### src/rtl/capture_pkg.sv
// Shared definitions for the capture sequencer: state encoding and defaults.
package capture_pkg;

    localparam int STATE_W = 2;

    typedef logic [STATE_W-1:0] state_t;

    localparam state_t ST_IDLE    = 2'd0;
    localparam state_t ST_ARM     = 2'd1;
    localparam state_t ST_CAPTURE = 2'd2;
    localparam state_t ST_FULL    = 2'd3;

    // The first conversion after enabling the ADC host is stale.
    localparam int DISCARD_DEFAULT = 1;

    // Capture owns the ADC and the SRAM port in these states.
    function automatic logic is_busy(input state_t s);
        return (s == ST_ARM) || (s == ST_CAPTURE);
    endfunction

endpackage

### src/rtl/capture_decimator.sv
// Integer decimator: keeps one of every dec+1 strobes; dec is latched on load.
module capture_decimator (
    input  logic       clk,
    input  logic       rst_n,
    input  logic       load,
    input  logic [3:0] dec,
    input  logic       strobe,
    output logic       keep
);

    logic [3:0] dec_q;
    logic [3:0] dec_cnt;

    assign keep = strobe && (dec_cnt == '0);

    // Latch the ratio on load; otherwise count strobes, wrapping at the latched ratio.
    always_ff @(posedge clk or negedge rst_n) begin
        if (!rst_n) begin
            dec_q   <= '0;
            dec_cnt <= '0;
        end else if (load) begin
            dec_q   <= dec;
            dec_cnt <= '0;
        end else if (strobe) begin
            dec_cnt <= (dec_cnt == dec_q) ? '0 : dec_cnt + 4'd1;
        end
    end

endmodule

### src/rtl/capture_sequencer.sv
// One-shot ADC capture into a single-port SRAM, with readout arbitration.
module capture_sequencer
    import capture_pkg::*;
#(
    parameter int ADDR_W  = 16,
    parameter int DATA_W  = 16,
    parameter int DISCARD = DISCARD_DEFAULT
) (
    input  logic              clk,
    input  logic              rst_n,
    input  logic              start_lvl,
    input  logic              adc_valid,
    input  logic [DATA_W-1:0] adc_data,
    input  logic [3:0]        dec,
    input  logic [ADDR_W-1:0] rd_addr,
    output logic              adc_en,
    output logic              sram_wen,
    output logic [ADDR_W-1:0] sram_addr,
    output logic [DATA_W-1:0] sram_wdata,
    output logic              full,
    output logic              busy,
    output logic [1:0]        state_o,
    output logic [ADDR_W:0]   count
);

    localparam logic [31:0]     DISCARD_U = DISCARD;
    localparam logic [ADDR_W:0] COUNT_MAX = {1'b1, {ADDR_W{1'b0}}};

    state_t            state;
    state_t            next_state;
    logic              start_q;
    logic [ADDR_W-1:0] wp;
    logic [ADDR_W-1:0] waddr;
    logic [15:0]       disc_cnt;
    logic              arm_entry;
    logic              disc_last;
    logic              strobe;
    logic              keep;
    logic              accept;

    assign arm_entry = (next_state == ST_ARM) && (state != ST_ARM);
    assign disc_last = ({16'd0, disc_cnt} + 32'd1) >= DISCARD_U;
    assign strobe    = (state == ST_CAPTURE) && adc_valid;
    assign accept    = keep && start_lvl;

    capture_decimator u_dec (
        .clk    (clk),
        .rst_n  (rst_n),
        .load   (arm_entry),
        .dec    (dec),
        .strobe (strobe),
        .keep   (keep)
    );

    // Next-state logic; abort (start_lvl low) wins over any concurrent sample.
    always_comb begin
        next_state = state;
        case (state)
            ST_IDLE: begin
                if (start_lvl) next_state = ST_ARM;
            end
            ST_ARM: begin
                if (!start_lvl)
                    next_state = ST_IDLE;
                else if ((DISCARD_U == '0) || (adc_valid && disc_last))
                    next_state = ST_CAPTURE;
            end
            ST_CAPTURE: begin
                if (!start_lvl)
                    next_state = ST_IDLE;
                else if (accept && (wp == '1))
                    next_state = ST_FULL;
            end
            ST_FULL: begin
                if (start_lvl && !start_q) next_state = ST_ARM;
            end
            default: next_state = ST_IDLE;
        endcase
    end

    // State, registered status outputs and start_lvl history for edge detection.
    always_ff @(posedge clk or negedge rst_n) begin
        if (!rst_n) begin
            state   <= ST_IDLE;
            start_q <= 1'b0;
            adc_en  <= 1'b0;
            full    <= 1'b0;
        end else begin
            state   <= next_state;
            start_q <= start_lvl;
            adc_en  <= is_busy(next_state);
            full    <= (next_state == ST_FULL);
        end
    end

    // Discard counter: cleared on arming, counts strobes while armed.
    always_ff @(posedge clk or negedge rst_n) begin
        if (!rst_n) begin
            disc_cnt <= '0;
        end else if (arm_entry) begin
            disc_cnt <= '0;
        end else if ((state == ST_ARM) && adc_valid) begin
            disc_cnt <= disc_cnt + 16'd1;
        end
    end

    // Write path: one registered write per accepted sample; pointer and count never wrap.
    always_ff @(posedge clk or negedge rst_n) begin
        if (!rst_n) begin
            sram_wen   <= 1'b0;
            sram_wdata <= '0;
            waddr      <= '0;
            wp         <= '0;
            count      <= '0;
        end else begin
            sram_wen <= accept;
            if (arm_entry) begin
                wp    <= '0;
                count <= '0;
            end else if (accept) begin
                sram_wdata <= adc_data;
                waddr      <= wp;
                if (wp != '1) wp <= wp + ADDR_W'(1);
                if (count != COUNT_MAX) count <= count + (ADDR_W + 1)'(1);
            end
        end
    end

    // The pending write keeps the port for its own cycle even after FULL or abort.
    assign busy      = is_busy(state);
    assign state_o   = state;
    assign sram_addr = (busy || sram_wen) ? waddr : rd_addr;

endmodule

### config.mk
export PLATFORM = sky130hd
export DESIGN_NAME = capture_sequencer
export DESIGN_NICKNAME = d
export VERILOG_FILES = /design/src/rtl/capture_pkg.sv /design/src/rtl/capture_decimator.sv /design/src/rtl/capture_sequencer.sv
export SDC_FILE = /design/constraint.sdc
export NUM_CORES = 1
export LEC_CHECK = 0
export ABC_AREA = 1
export CORE_ASPECT_RATIO = 0.7
export CORE_MARGIN = 2
export CORE_UTILIZATION = 26
export DETAILED_ROUTE_END_ITERATION = 10
export DONT_BUFFER_PORTS = 1
export PLACE_DENSITY = 0.44
export SLEW_MARGIN = 20
export SYNTH_ARGS = -nofsm -noshare
export SYNTH_HDL_FRONTEND = slang
export SYNTH_SLANG_ARGS = --single-unit
### constraint.sdc
create_clock -name clk -period 7.25 [get_ports clk]
set_input_delay 1.0875 -clock clk [delete_from_list [all_inputs] [get_ports clk]]
set_output_delay 1.0875 -clock clk [all_outputs]
set_load 0.01 [all_outputs]
# After elaboration in Yosys (flattened, before gate mapping)
# Cells that the tools add are included.
# classes
n_addsub	5
order_cmp	1
n_eq_ne	11
mux	19
bitwise	1
reduce_logical	22
# ops
op	n
$mux W16	6
$mux W17	3
$add A16 B1 Y16 const B	2
$add A16 B1 Y17 const B	1
$add A17 B1 Y17 const B	1
$ge A17 B1 Y1 const B	1
$ne A17 B17 Y1 const B	1
$eq A16 B16 Y1 const B	1
$ne A16 B16 Y1 const B	1
$mux W2	6
$mux W4	3
$reduce_bool A2 Y1	5
$eq A2 B2 Y1 const B	4
$logic_and A1 B1 Y1	8
$pmux W2 S4	1
$reduce_and A2 Y1	3
$add A4 B1 Y4 const B	1
$eq A2 B1 Y1 const B	2
$eq A4 B4 Y1	1
$logic_not A4 Y1	1
$logic_or A1 B1 Y1	3
$logic_not A2 Y1	1
$ne A2 B1 Y1 const B	1
$logic_not A1 Y1	1
$not A1 Y1	1
# word_totals
ff_bits	95
inputBits	40
out_inout_bits	55

# Longest topological paths before layout
# Gate-level depths: netlist of the first run.
# depth
ltp_word	12
depth_mapped	28

# Cells and area by module
# A second synthesis of the first run with hierarchy kept.
# unflattened
cells_unflattened	614
area_unflattened_um2	5143.7
# modules_own_cells
mod	n_inst	cells_per_inst	area_each_um2
capture_sequencer	1	553	4694.5
capture_decimator	1	61	449.2

# Least setup slack after synthesis of the first run
# Ideal clock, no wire load.
# synth_path
kind	input to register
from	in adc_valid
to	reg count[9]
setup_time_ns	0.127
arrival_time_ns	3.284
required_time_ns	7.123
slack_ns	3.839
cell_stages	20
n_path_buf	0
cell_sequence	nand2_1 nor3_2 nand3_2 inv_1 nand2_1 a21oi_1 nand2_1 a21oi_1 ha_1 inv_1 nor2_2 nor3b_1 nand4_1 nand2_2 inv_2 nand3_2 nor3_2 nand2_1 o21ai_0 a21oi_1
# synth_via
elab_chain_len	11
elab_cells_between_ends	16
# synth_rtl
element	line_no	source
start, declared	capture_sequencer.sv:12	input logic adc_valid,
$logic_and A1 B1 Y1 *	capture_sequencer.sv:43	assign strobe = (state == ST_CAPTURE) && adc_valid;
$logic_and A1 B1 Y1 *	capture_decimator.sv:14	assign keep = strobe && (dec_cnt == '0);
$logic_and A1 B1 Y1 *	capture_sequencer.sv:44	assign accept = keep && start_lvl;
via accept	capture_sequencer.sv:39	logic accept;
$logic_and A1 B1 Y1 *	capture_sequencer.sv:71	else if (accept && (wp == '1))
$mux W2 *	capture_sequencer.sv:71	
$mux W2 *	capture_sequencer.sv:69	if (!start_lvl)
$pmux W2 S4 *	capture_sequencer.sv:58	case (state)
via next_state[0]	capture_sequencer.sv:30	state_t next_state;
$eq A2 B1 Y1 *	capture_sequencer.sv:41	assign arm_entry = (next_state == ST_ARM) && (state != ST_ARM);
$logic_and A1 B1 Y1 *	capture_sequencer.sv:41	
$reduce_bool A2 Y1 (no line)	n/a	
$reduce_and A2 Y1 (no line)	n/a	
end signal, assigned	capture_sequencer.sv:124	if (count != COUNT_MAX) count <= count + (ADDR_W + 1)'(1);
end, declared	capture_sequencer.sv:23	output logic [ADDR_W:0] count
# Mark *: on every way through the listed nets, which the timed path passes. The rest lies on a longest branch.
# A chain may end at the register's enable or synchronous reset.

# Worst setup path in the final report of the first run
# layout_path
from	reg disc_cnt[1]
to	reg count[9]
# layout_via
elab_chain_len	10
elab_cells_between_ends	12
# layout_rtl
element	line_no	source
start, declared	capture_sequencer.sv:34	logic [15:0] disc_cnt;
start signal, assigned	capture_sequencer.sv:103	disc_cnt <= disc_cnt + 16'd1;
$add A16 B1 Y17 *	capture_sequencer.sv:42	assign disc_last = ({16'd0, disc_cnt} + 32'd1) >= DISCARD_U;
$ge A17 B1 Y1 *	capture_sequencer.sv:42	
$logic_and A1 B1 Y1 *	capture_sequencer.sv:65	else if ((DISCARD_U == '0) || (adc_valid && disc_last))
$mux W2 *	capture_sequencer.sv:65	
$mux W2 *	capture_sequencer.sv:63	if (!start_lvl)
$pmux W2 S4 *	capture_sequencer.sv:58	
via next_state[0]	capture_sequencer.sv:30	
$eq A2 B1 Y1 *	capture_sequencer.sv:41	
$logic_and A1 B1 Y1 *	capture_sequencer.sv:41	
$reduce_bool A2 Y1 (no line)	n/a	
$reduce_and A2 Y1 (no line)	n/a	
# Marks and branches as above.

==> parameters.txt, run 1 <==
Parameter                              Value

Worst setup path
  Delay contributed by the slowest stage of the critical path ... 0.45 ns
  Startpoint Class ... register
  CP Capture Type ... register
  Crit-path most repeated cell ... sky130_fd_sc_hd__nand2_1
  CP Data Required Time ... between 7 and 8 ns
  WS Path Type ... reg2reg
  Highest net fanout along the worst path ... 31
  Signal arrival time at the worst endpoint ... roughly 4.7 ns
  CP max stage cell ... sky130_fd_sc_hd__inv_1

STA
  Worst slew slack as a fraction of its limit ... 37.9%
  Actual slew at the worst max-slew pin ... 0.930 ns
  Count of endpoints failing hold in the final timing report ... 0
  Peak Freq ... around 230 MHz
  Setup TNS Final ... 0 ns
  Smallest setup slack after layout ... 2.81 ns
  Worst hold slack after final layout ... 0.436 ns
  Final critical-path share of the clock period ... approximately three fifths
  Largest clock skew in the final design ... 0.00755 ns
  Number of pins exceeding their max-slew limit in the final report ... 0
  Final Setup Violations ... 0
  RSZ-0062 raised after global routing ... no
  Minimum period implied by the final worst setup slack ... 4.44 ns

Drt
  Number of remaining DRC errors ... 0
  Via Count ... approximately 4.2k
  Number of vias per cell after detailed routing ... roughly 4.5
  Post-detailed-route wirelength per cell ... 13.9 um
  Number of nets with antenna violations after detailed routing ... 0
  Number of DRC markers in iteration 0 ... 294
  Number of detailed-route iterations in the first pass ... 5
  Detailed-route wire length ... between 10 and 15 mm

Outcome
  Outcome ... finished, final reports clean

Clocking
  Worst skew pair latency ... between 0.3 and 0.4 ns
  # Post-CTS Setup Buffers ... 0
  Clock sink count ... 95
  Number of buffers added to fix hold violations after cts ... 0
  PostCTS Resize Cnt ... 0
  Clock transition at the registers of the reported paths ... about 0.070 ns
  H-tree level count ... 3
  Clock buffers created by TritonCTS ... 9
  Max Buffers Root-to-Sink ... 2
  Clock tree from TritonCTS ... built
  Clock tree root driver cell ... sky130_fd_sc_hd__clkbuf_16

Final layout
  Summed area of non-filler cells in the final layout ... approximately 5700 sq um
  Fill cells ... 2112
  Final standard cell count with taps included and fillers excluded ... 914
  Share of cells above drive strength 1 ... 10.1%
  Area taken by flip-flops and latches ... between 2000 and 2500 sq um
  Leading cell type in the layout, fill and taps excluded ... sky130_fd_sc_hd__nand2_1
  Number of antenna repair diodes ... 0
  Final net count ... 692
  Area of combinational cells with multiple inputs ... between 2000 and 2500 sq um
  Commonest cells after routing, fill and taps aside ... sky130_fd_sc_hd__nand2_1 (158), sky130_fd_sc_hd__dfrtp_1 (95), sky130_fd_sc_hd__inv_1 (88)
  Relative area change from synthesis to final layout ... 11.4%

Synthesis
  Complex-gate fraction of the synthesized area ... 11.1%
  Total of flip-flops plus latches after synthesis ... 95
  Register area share after synthesis ... between 40% and 50%
  YS warnings ... 0
  Synth async-reset ratio ... 100%
  Number of cells produced by synthesis ... 641
  Number of flops mapped to enable cells by yosys ... 0
  Synthesized net count ... 694
  Mapped cell area ... 5160 sq um
  Dominant register cell in the synthesized netlist ... sky130_fd_sc_hd__dfrtp_1
  Basic-gate share of the synthesized area counting and, or, nand and nor cells ... 26.0%
  Number of distinct library cells after synthesis ... 36
  Average instance area after synthesis ... 8.05 sq um
  Mux contribution to synthesized area ... about 3.5%
  Adder-cell share of the synthesized area ... under 10%
  XOR/XNOR share of the synthesized area ... around 2.4%
  Dominant combinational cell family by area after synthesis ... simple AND/OR/NAND/NOR gates

Global routing
  Global route overflow ... 0
  Number of global-route vias before repair ... roughly 4.1k
  First-pass GRT wire length ... roughly 21 mm
  Number of antenna violations at the first check in global routing ... 0
  All-Layer GR Usage ... approximately 13%
  Largest net degree at the start of global routing ... between 90 and 100

Job
  Max cap viols ... 0

Die
  Area enclosed by the die boundary ... 21000 sq um
  Core region area ... 19600 sq um
  Die Y ... 122 um
  Width of the die ... 172 um
  Starting density of the core ... 26.3%
  Standard-cell rows ... 43
  Count of boundary I/O pins ... 95

Placement
  Dpl cells ... 898
  Count of port buffers added during placement ... 0
  Weighted congestion reported at the end of routability-driven placement ... 0.872
  Placed standard-cell area ... 5460 sq um
  Post-detail-place hpwl ... 9.29 mm
  Worst Setup Slack post-DPL ... 2.68 ns

Pwr
  Logic gate share of total power ... 35.4%
  Share of total power consumed by net switching ... 42.4%
  Fraction of power consumed by sequential logic ... 41.0%
  Part of the power in the clock network ... 23.6%
  Worst vdd ir ... ~0.12 mV
  Reported net switching power ... 0.000800 W
  PwrDens ... 329 nW/um^2
  Static leakage ... 2.62 nW
  Cell internal pwr ... 0.00109 W

Worst hold path
  Hold Path Class ... in2async
[area by class of cell]
type | instances | area share (%)
Clock buffer | 11 | 4.23
Timing Repair Buffer | 2 | 0.261
Clock inverter | 5 | 0.588
Multi-Input combinational cell | 440 | 41.7
Sequential cell | 95 | 41.4
Tap cell | 270 | 5.88
Inverter | 91 | 5.99
[cell usage after synthesis (2+ instances only)]
cell | n | area share (%)
sky130_fd_sc_hd__xor2_1 | 13 | 2.2
sky130_fd_sc_hd__o31ai_1 | 7 | 1.0
sky130_fd_sc_hd__o21ai_0 | 59 | 5.7
sky130_fd_sc_hd__nor2_2 | 7 | 0.85
sky130_fd_sc_hd__mux2_2 | 16 | 3.5
sky130_fd_sc_hd__nand3_1 | 34 | 3.3
sky130_fd_sc_hd__a31oi_1 | 2 | 0.24
sky130_fd_sc_hd__nor2_1 | 47 | 3.4
sky130_fd_sc_hd__a21oi_1 | 20 | 1.9
sky130_fd_sc_hd__nor4_1 | 6 | 0.73
sky130_fd_sc_hd__inv_2 | 2 | 0.15
sky130_fd_sc_hd__nor3_2 | 4 | 0.78
sky130_fd_sc_hd__nand4_1 | 11 | 1.3
sky130_fd_sc_hd__nand3_2 | 3 | 0.58
sky130_fd_sc_hd__nand2_1 | 158 | 11
sky130_fd_sc_hd__o22ai_1 | 10 | 1.2
sky130_fd_sc_hd__inv_1 | 88 | 6.4
sky130_fd_sc_hd__dfrtp_1 | 95 | 46
sky130_fd_sc_hd__ha_1 | 13 | 3.2
sky130_fd_sc_hd__o21ai_1 | 3 | 0.29
sky130_fd_sc_hd__clkbuf_1 | 13 | 0.95
sky130_fd_sc_hd__nand2_2 | 3 | 0.36
sky130_fd_sc_hd__nor3_1 | 9 | 0.87
sky130_fd_sc_hd__buf_2 | 2 | 0.19
sky130_fd_sc_hd__nor2_4 | 5 | 1.1
[critical path: cells and delay by family, from the launching register on]
family          cells  cell delay [ns]
flops               1             0.39
buf+inv             4             0.93
simple gates       19             2.10
fa+ha+maj           2             0.42
compound gates      3             0.46
[final timing paths]
check                                     from        endpoint  slack (ns)  depth (start not counted)
worst min register to register  u_dec.dec_q[2]  u_dec.dec_q[2]        0.50                          2
worst max register to register     disc_cnt[1]        count[9]        2.81                         28
max in group asynchronous                rst_n  sram_wdata[13]        6.58                          0
worst min-delay path                     rst_n    disc_cnt[13]        0.44                          0
min in group clk                u_dec.dec_q[2]  u_dec.dec_q[2]        0.50                          2
worst max-delay path               disc_cnt[1]        count[9]        2.81                         28
[power groups by stage]
| stage | Combinational [W] | Sequential, W | Clock, W |
|---|---|---|---|
| 2_1_floorplan | 0.000532 | 0.000755 | 0 |
| 3_3_place_gp | 0.000666 | 0.000782 | 0 |
| 3_5_place_dp | 0.000679 | 0.000784 | 0 |
| 4_1_cts | 0.000681 | 0.000775 | 0.000468 |
| 5_1_grt | 0.000774 | 0.000791 | 0.000485 |
| 6_report | 0.000669 | 0.000773 | 0.000445 |
[stage by stage]
step | total power [W] | util (%)
5_1_grt | 0.00205 | 29.2
4_1_cts | 0.00192 | 29.2
3_5_place_dp | 0.00146 | 27.8
6_report | 0.00189 | 29.2
2_1_floorplan | 0.00129 | -
3_3_place_gp | 0.00145 | 27.8
[registers in the layout, summed over array words and instances (netlist names)]
signal         cells
sram_wdata        16
count             17
full               1
sram_wen           1
adc_en             1
waddr             16
wp                16
disc_cnt          16
u_dec.dec_q        4
u_dec.dec_cnt      4
state_o            2
start_q            1
[per-layer routing]
layer	wire length [um]	global-route usage [%]	share of wire [%]
met3	940	4.52	7.4
met4	153	4.20	1.2
met1	6170	16.9	49
met2	5420	19.2	43
met5	0	0	0
[cells by family after synthesis]
family	Yosys count
compound gates	105
fa+ha+maj	13
flops	95
buf+inv	106
simple gates	292
xor+xnor	14
mux	16
No activity file was read; power rests on OpenSTA's default activity.
==> run 2, diff against run 1 <==
Settings changed: PLACE_DENSITY 0.44 to 0.46.
Clock period 7.25 ns to 3.91 ns, I/O delays scaled along.
==> run 2 against run 1 <==
  * Total power grew 97%
  * Critical endpoint is now wp[8]
  * Sequential share of layout area shrank 1.1 points
  * Clock power grew 100%
  * First-iteration DRC count shrank 7.5%
  * Via count grew 1.4%
  * Final area grew 2.8%
  * Cell count grew 1.1%
  * Clock skew grew 0.00072 ns
  * Maximum frequency grew 28%
  * Clock-buffer cell count shrank 1
==> parameters.txt, run 2 (synthesis results as in run 1) <==
Parameter                              Value

Outcome
  Outcome ... finished, final reports clean

Worst setup path
  Highest net fanout along the worst path ... 6 (-81%)
  Critical path buffers and inverters ... 6 (+2)
  Minimum setup slack among reg-to-reg paths ... 0.45 ns (-2.36 ns)
  Signal arrival time at the worst endpoint ... 3.70 ns (-0.96 ns)
  End of the worst register-to-register path ... wp[8]
  CP max stage cell ... sky130_fd_sc_hd__dfrtp_1
  Reg-to-reg startpoint ... disc_cnt[1]
  Worst Reg2Reg Path Length in Cells ... 28 (unchanged)
  Delay contributed by the slowest stage of the critical path ... 0.41 ns (-0.04 ns)
  CP Capture Type ... register
  Top delay family on crit path ... simple AND/OR/NAND/NOR gates
  Number of gates on the worst path with buffers counted ... 28 (unchanged)
  WS Path Type ... reg2reg
  Startpoint Class ... register
  CP Data Required Time ... 4.15 ns (-3.32 ns)
  Crit-path most repeated cell ... sky130_fd_sc_hd__nand2_1

Pwr
  Part of the power in the clock network ... 24.3% (+0.7 points)
  PwrDens ... 629 nW/um^2 (+91%)
  Share of total power consumed by net switching ... 41.9% (-0.51 points)
  Reported net switching power ... 0.00156 W (+94%)
  Fraction of power consumed by sequential logic ... 38.6% (-2.4 points)
  Total power of the final layout ... 0.00372 W (+97%)
  Logic gate share of total power ... 37.0% (+1.6 points)
  Static leakage ... 2.70 nW (+2.8%)
  Cell internal pwr ... 0.00216 W (+99%)
  Worst vdd ir ... 0.247 mV (+110%)

Clocking
  Clock sink count ... 95 (unchanged)
  Max Buffers Root-to-Sink ... 2 (unchanged)
  Clock transition at the registers of the reported paths ... 0.07 ns (about the same)
  Clock tree from TritonCTS ... built
  H-tree level count ... 3 (unchanged)
  Clock tree root driver cell ... sky130_fd_sc_hd__clkbuf_16
  Clock buffers created by TritonCTS ... 9 (unchanged)
  Worst skew pair latency ... 0.35 ns (about the same)

Drt
  Number of nets with antenna violations after detailed routing ... 0 (unchanged)
  Number of remaining DRC errors ... 0 (unchanged)
  Number of DRC markers in iteration 0 ... 272 (-7.5%)
  Number of detailed-route iterations in the first pass ... 4 (-1)
  Number of vias per cell after detailed routing ... 4.56 (+0.27%)
  Detailed-route wire length ... 12.3 mm (-2.9%)
  Via Count ... 4213 (+1.4%)
  Post-detailed-route wirelength per cell ... 13.3 um (-4.0%)

Job
  Max cap viols ... 0 (unchanged)

Placement
  Placed standard-cell area ... 5490 sq um (+0.55%)
  Weighted congestion reported at the end of routability-driven placement ... 0.834 (-4.3%)
  Count of port buffers added during placement ... 0 (unchanged)
  Post-detail-place hpwl ... 8.86 mm (-4.7%)

Die
  Core region area ... 19600 sq um (unchanged)
  Die Y ... 122 um (unchanged)
  Area enclosed by the die boundary ... 21000 sq um (unchanged)
  Count of boundary I/O pins ... 95 (unchanged)
  Starting density of the core ... 26.3% (unchanged)
  Width of the die ... 172 um (unchanged)
  Standard-cell rows ... 43 (unchanged)

Global routing
  Number of global-route vias before repair ... 3955 (-4.1%)
  All-Layer GR Usage ... 12.3% (-0.43 points)
  Number of antenna violations at the first check in global routing ... 0 (unchanged)
  Global route overflow ... 0 (unchanged)
  First-pass GRT wire length ... 20.0 mm (-4.2%)
  Largest net degree at the start of global routing ... 96 (unchanged)

Final layout
  Register bank with the most flops ... count
  Leading cell type in the layout, fill and taps excluded ... sky130_fd_sc_hd__nand2_1
  Flip-flop count of the largest register after layout ... 17 (unchanged)
  Summed area of non-filler cells in the final layout ... 5910 sq um (+2.8%)
  Relative area change from synthesis to final layout ... 14.5%
  Number of antenna repair diodes ... 0 (unchanged)
  Fill cells ... 2107 (-0.24%)
  Share of cells above drive strength 1 ... 12.1% (+2.0 points)
  Commonest cells after routing, fill and taps aside ... sky130_fd_sc_hd__nand2_1 (158), sky130_fd_sc_hd__dfrtp_1 (95), sky130_fd_sc_hd__inv_1 (87)
  Final net count ... 702 (+1.4%)

STA
  Actual slew at the worst max-slew pin ... 0.552 ns (-0.378 ns)
  Minimum period implied by the final worst setup slack ... 3.46 ns (-0.980 ns)
  Worst slew slack as a fraction of its limit ... 63.1% (+25 points)
  Final Setup Violations ... 0 (unchanged)
  Count of endpoints failing hold in the final timing report ... 0 (unchanged)
  Largest clock skew in the final design ... 0.00827 ns (+0.000718 ns)
  Peak Freq ... 289 MHz (+28%)
  Final critical-path share of the clock period ... 88.5% (+27 points)
  RSZ-0062 raised after global routing ... no
  Setup TNS Final ... 0 ns (unchanged)
  Number of pins exceeding their max-slew limit in the final report ... 0 (unchanged)

Worst hold path
  Hold Path Class ... in2async
## run 2: changes by cell type in the layout (fill, tap and decap cells not counted), sizes merged
cell and delta:
buf +10, inv +2, bufinv +1, clkbuf -1
clkinv -1, clkinvlp -1
## run 2: final cells by class
type / count / area (sq um) / share of cell area (%)
flip-flops and latches: 95 / 2380 / 40.3
clock inverters: 6 / 68.8 / 1.17
inverters: 91 / 344 / 5.83
multi-input cells: 440 / 2420 / 41.0
well taps: 270 / 338 / 5.72
clock buffers: 10 / 229 / 3.88
repair buffers: 12 / 130 / 2.20
## run 2: power by group through the flow
stage,Sequential (W),Combinational (W),Clock (W)
final,0.00144,0.00138,0.000905
after global routing,0.00147,0.00159,0.000979
after CTS,0.00144,0.00134,0.000935
after detailed placement,0.00145,0.00131,0
after global placement,0.00145,0.00129,0
after floorplan,0.00140,0.000986,0
## run 2: through the flow
step	utilization [%]	setup WS [ns]	hold WS, ns	instances
floorplan	-	0.663	0.291	641
global placement	28.0	0.200	0.296	902
detailed placement	28.0	0.160	0.295	902
CTS	29.6	0.104	0.175	919
global route	30.1	0.0167	0.175	924
finish	30.1	0.449	0.131	924
## run 2: worst max path at each step
stage / start / endpoint
6_report: disc_cnt[1] / wp[8]
5_1_grt: disc_cnt[1] / count[9]
4_1_cts: disc_cnt[1] / count[9]
3_5_place_dp: disc_cnt[1] / count[9]
3_3_place_gp: disc_cnt[1] / disc_cnt[8]
2_1_floorplan: disc_cnt[1] / count[9]
## run 2: per-layer routing
metal  part of all wire, %  routed length, um  GRT usage, %
met1                    49               6020          17.1
met2                    42               5190          17.5
met3                   8.2               1010          4.71
met4                  0.80                 98          3.78
met5                     0                  0             0
## run 2: repair_timing
item                       4_1_cts  5_1_grt
resized for setup                0        8
buffers inserted                 0        4
hold buffers                     1        0
hold endpoints to repair        95        0
setup endpoints to repair        0       33
==> run 3, diff against run 2 <==
Settings changed: ABC_AREA 1 to unset.
==> run 3 against run 2 <==
  * Utilization grew 0.12 points
  * Synthesized area down 1.2%
  * Routed wire length decreased by 4.5%
  * Sequential share of layout area rose by 1.0 points
  * Synthesized cell count shrank 23%
  * Via count shrank 15%
  * Critical path depth fell by 16
  * Final area down 2.5%
  * Total power down 19%
  * Critical path type unchanged
  * Critical endpoint is now u_dec.dec_cnt[3]
  * Largest cell class unchanged
  * Largest power group unchanged
  * Highest routed layer unchanged
==> parameters.txt, run 3 <==
Parameter                              Value

Die
  Standard-cell rows ... 42 (-2.3%)
  Starting density of the core ... 26.7% (+0.45 points)
  Width of the die ... 171 um (-0.58%)
  Die Y ... 121 um (-0.57%)
  Core region area ... 19100 sq um (-2.9%)
  Count of boundary I/O pins ... 95 (unchanged)
  Area enclosed by the die boundary ... 20800 sq um (-1.2%)

Global routing
  Met2 usage ... 16.2% (-1.3 points)
  Largest net degree at the start of global routing ... 96 (unchanged)
  Global route overflow ... 0 (unchanged)
  Most heavily used metal layer in global routing ... met1
  All-Layer GR Usage ... 12.0% (-0.28 points)
  Number of global-route vias before repair ... 3433 (-13%)
  Number of antenna violations at the first check in global routing ... 0 (unchanged)
  Global-route met1 utilization ... 17.4% (+0.26 points)
  Met3 track demand over resource ... 4.79% (+0.084 points)
  First-pass GRT wire length ... 19.1 mm (-4.2%)

Drt
  Number of DRC markers in iteration 0 ... 209 (-23%)
  Number of detailed-route iterations in the first pass ... 4 (unchanged)
  Via Count ... 3563 (-15%)
  Post-detailed-route wirelength per cell ... 15.6 um (+17%)
  Detailed-route wire length ... 11.8 mm (-4.5%)
  Number of vias per cell after detailed routing ... 4.71 (+3.4%)
  Number of remaining DRC errors ... 0 (unchanged)
  Number of nets with antenna violations after detailed routing ... 0 (unchanged)

Clocking
  Worst skew pair latency ... 0.35 ns (about the same)
  Max Buffers Root-to-Sink ... 2 (unchanged)
  Clock tree root driver cell ... sky130_fd_sc_hd__clkbuf_16
  Clock transition at the registers of the reported paths ... 0.07 ns (about the same)
  Clock buffers created by TritonCTS ... 9 (unchanged)
  Clock sink count ... 95 (unchanged)
  H-tree level count ... 3 (unchanged)
  Clock tree from TritonCTS ... built

Worst hold path
  Hold Path Class ... in2async

Worst setup path
  CP Data Required Time ... 4.15 ns (about the same)
  Launching element of the worst setup path ... disc_cnt[0]
  Highest net fanout along the worst path ... 22 (+16)
  Signal arrival time at the worst endpoint ... 3.84 ns (+0.14 ns)
  WS Path Type ... reg2reg
  CP Capture Type ... register
  Reg-to-reg startpoint ... disc_cnt[0]
  Startpoint Class ... register

Final layout
  Relative area change from synthesis to final layout ... 13.0%
  Leading cell type in the layout, fill and taps excluded ... sky130_fd_sc_hd__dfrtp_1
  Area taken by flip-flops and latches ... 2380 sq um (unchanged)
  Area of combinational cells with multiple inputs ... 2560 sq um (+5.7%)
  Number of antenna repair diodes ... 0 (unchanged)
  Final net count ... 540 (-23%)
  Register bank with the most flops ... count
  Utilization after layout ... 30.2% (+0.12 points)
  Fill cells ... 1962 (-6.9%)
  Commonest cells after routing, fill and taps aside ... sky130_fd_sc_hd__dfrtp_1 (95), sky130_fd_sc_hd__nor2_1 (53), sky130_fd_sc_hd__mux2_2 (48)
  Summed area of non-filler cells in the final layout ... 5760 sq um (-2.5%)
  Share of cells above drive strength 1 ... 19.9% (+7.8 points)
  Flip-flop count of the largest register after layout ... 17 (unchanged)

Synthesis
  Synth async-reset ratio ... 100% (unchanged)
  Cell taking the most area after synthesis ... sky130_fd_sc_hd__dfrtp_1
  Commonest cells in the netlist ... sky130_fd_sc_hd__dfrtp_1 (95), sky130_fd_sc_hd__nor2_1 (54), sky130_fd_sc_hd__mux2_2 (48)
  Mapped cell area ... 5100 sq um (-1.2%)
  Area share of the largest cell type after synthesis ... 46.6% (+0.55 points)
  Leading post-synthesis cells by cell area ... sky130_fd_sc_hd__dfrtp_1 (47%), sky130_fd_sc_hd__mux2_2 (11%), sky130_fd_sc_hd__xnor2_1 (4.5%)
  Synthesized net count ... 544 (-22%)
  Total of flip-flops plus latches after synthesis ... 95 (unchanged)
  Dominant register cell in the synthesized netlist ... sky130_fd_sc_hd__dfrtp_1
  Number of flops mapped to enable cells by yosys ... 0 (unchanged)
  Number of cells produced by synthesis ... 491 (-23%)
  Register area share after synthesis ... 46.6% (+0.55 points)
  Most numerous cell in the Yosys netlist ... sky130_fd_sc_hd__dfrtp_1
  YS warnings ... 0 (unchanged)
  Number of distinct library cells after synthesis ... 53 (+47%)
  Average instance area after synthesis ... 10.4 sq um (+29%)

Pwr
  Total power of the final layout ... 0.00300 W (-19%)
  Worst vdd ir ... 0.191 mV (-23%)
  Static leakage ... 2.45 nW (-8.9%)
  PwrDens ... 522 nW/um^2 (-17%)

STA
  RSZ-0062 raised after global routing ... no
  Largest clock skew in the final design ... 0.0106 ns (+0.00236 ns)
  Count of endpoints failing hold in the final timing report ... 0 (unchanged)
  Number of pins exceeding their max-slew limit in the final report ... 0 (unchanged)
  Final Setup Violations ... 0 (unchanged)
  Setup TNS Final ... 0 ns (unchanged)
  Worst hold slack after final layout ... 0.137 ns (+0.00545 ns)
  Worst slew slack as a fraction of its limit ... 58.6% (-4.6 points)
  Minimum period implied by the final worst setup slack ... 3.60 ns (+0.142 ns)
  Actual slew at the worst max-slew pin ... 0.620 ns (+0.0682 ns)
  Peak Freq ... 278 MHz (-3.9%)
  Final critical-path share of the clock period ... 92.1% (+3.6 points)

Outcome
  Outcome ... finished, final reports clean

Placement
  Placed standard-cell area ... 5390 sq um (-1.9%)
  Post-detail-place hpwl ... 8.32 mm (-6.0%)
  Weighted congestion reported at the end of routability-driven placement ... 0.778 (-6.7%)
  Count of port buffers added during placement ... 0 (unchanged)

Job
  Max cap viols ... 0 (unchanged)
[run 3: final cells by class]
| class | instances | share of cell area (%) |
|---|---|---|
| clock buffers | 9 | 3.91 |
| clock inverters | 7 | 1.78 |
| inverters | 18 | 1.17 |
| multi-input cells | 354 | 44.4 |
| flip-flops and latches | 95 | 41.3 |
| well taps | 264 | 5.74 |
| repair buffers | 9 | 1.74 |
[run 3: critical path: stages (launching register included)]
cell	delay (ns)
sky130_fd_sc_hd__dfrtp_1	0.49
sky130_fd_sc_hd__ha_2	0.31
sky130_fd_sc_hd__nand4_1	0.21
sky130_fd_sc_hd__nor3_4	0.26
sky130_fd_sc_hd__mux2_2	0.37
sky130_fd_sc_hd__o22ai_1	0.16
sky130_fd_sc_hd__and4_4	0.25
sky130_fd_sc_hd__o21a_1	0.16
sky130_fd_sc_hd__ha_1	0.19
sky130_fd_sc_hd__nor2b_2	0.30
sky130_fd_sc_hd__buf_4	0.33
sky130_fd_sc_hd__a41oi_1	0.13
sky130_fd_sc_hd__a32o_1	0.31
[run 3: timing repair]
action                     CTS  global route
hold endpoints to repair    95             0
setup endpoints to repair    0             2
resized for setup            0             3
hold buffers                 1             0
buffers inserted             0             0
[run 3: path summary, 6_finish.rpt]
kind | cells past startpoint | slack [ns] | to
hold / removal | 1 | 0.14 | sram_wdata[3]
max in group asynchronous | 1 | 3.38 | count[11]
setup reg to reg | 12 | 0.31 | u_dec.dec_cnt[3]
setup / recovery | 12 | 0.31 | u_dec.dec_cnt[3]
hold reg to reg | 2 | 0.50 | u_dec.dec_q[3]
min in group clk | 0 | 0.26 | start_q
[run 3: cell families after synthesis]
group	share of synthesized area, %
adders and majority gates	3.19
and+or+nand+nor	20.3
DFF	46.6
AOI/OAI and AO/OA	9.48
buffers and inverters	3.58
xor gates and xnor gates	6.02
muxes	10.8
[run 3: metal layers]
| metal | wire [um] | vias to the layer above | part of all wire (%) |
|---|---|---|---|
| met5 | 0 | - | 0 |
| met4 | 131 | 0 | 1.1 |
| met3 | 973 | 8 | 8.3 |
| met2 | 4760 | 98 | 40 |
| met1 | 5900 | 1717 | 50 |
| li1 | - | 1740 | - |
[run 3: per-stage QoR]
stage | std cells | worst slack [ns]
6_report | 756 | 0.308
5_1_grt | 756 | 0.0404
4_1_cts | 756 | 0.206
3_5_place_dp | 739 | 0.223
3_3_place_gp | 739 | 0.298
2_1_floorplan | 491 | 0.689
[run 3: where the power goes]
part	switching [W]	internal, W
clock network	0.000410	0.000568
logic	0.000554	0.000320
registers	0.0000888	0.00106
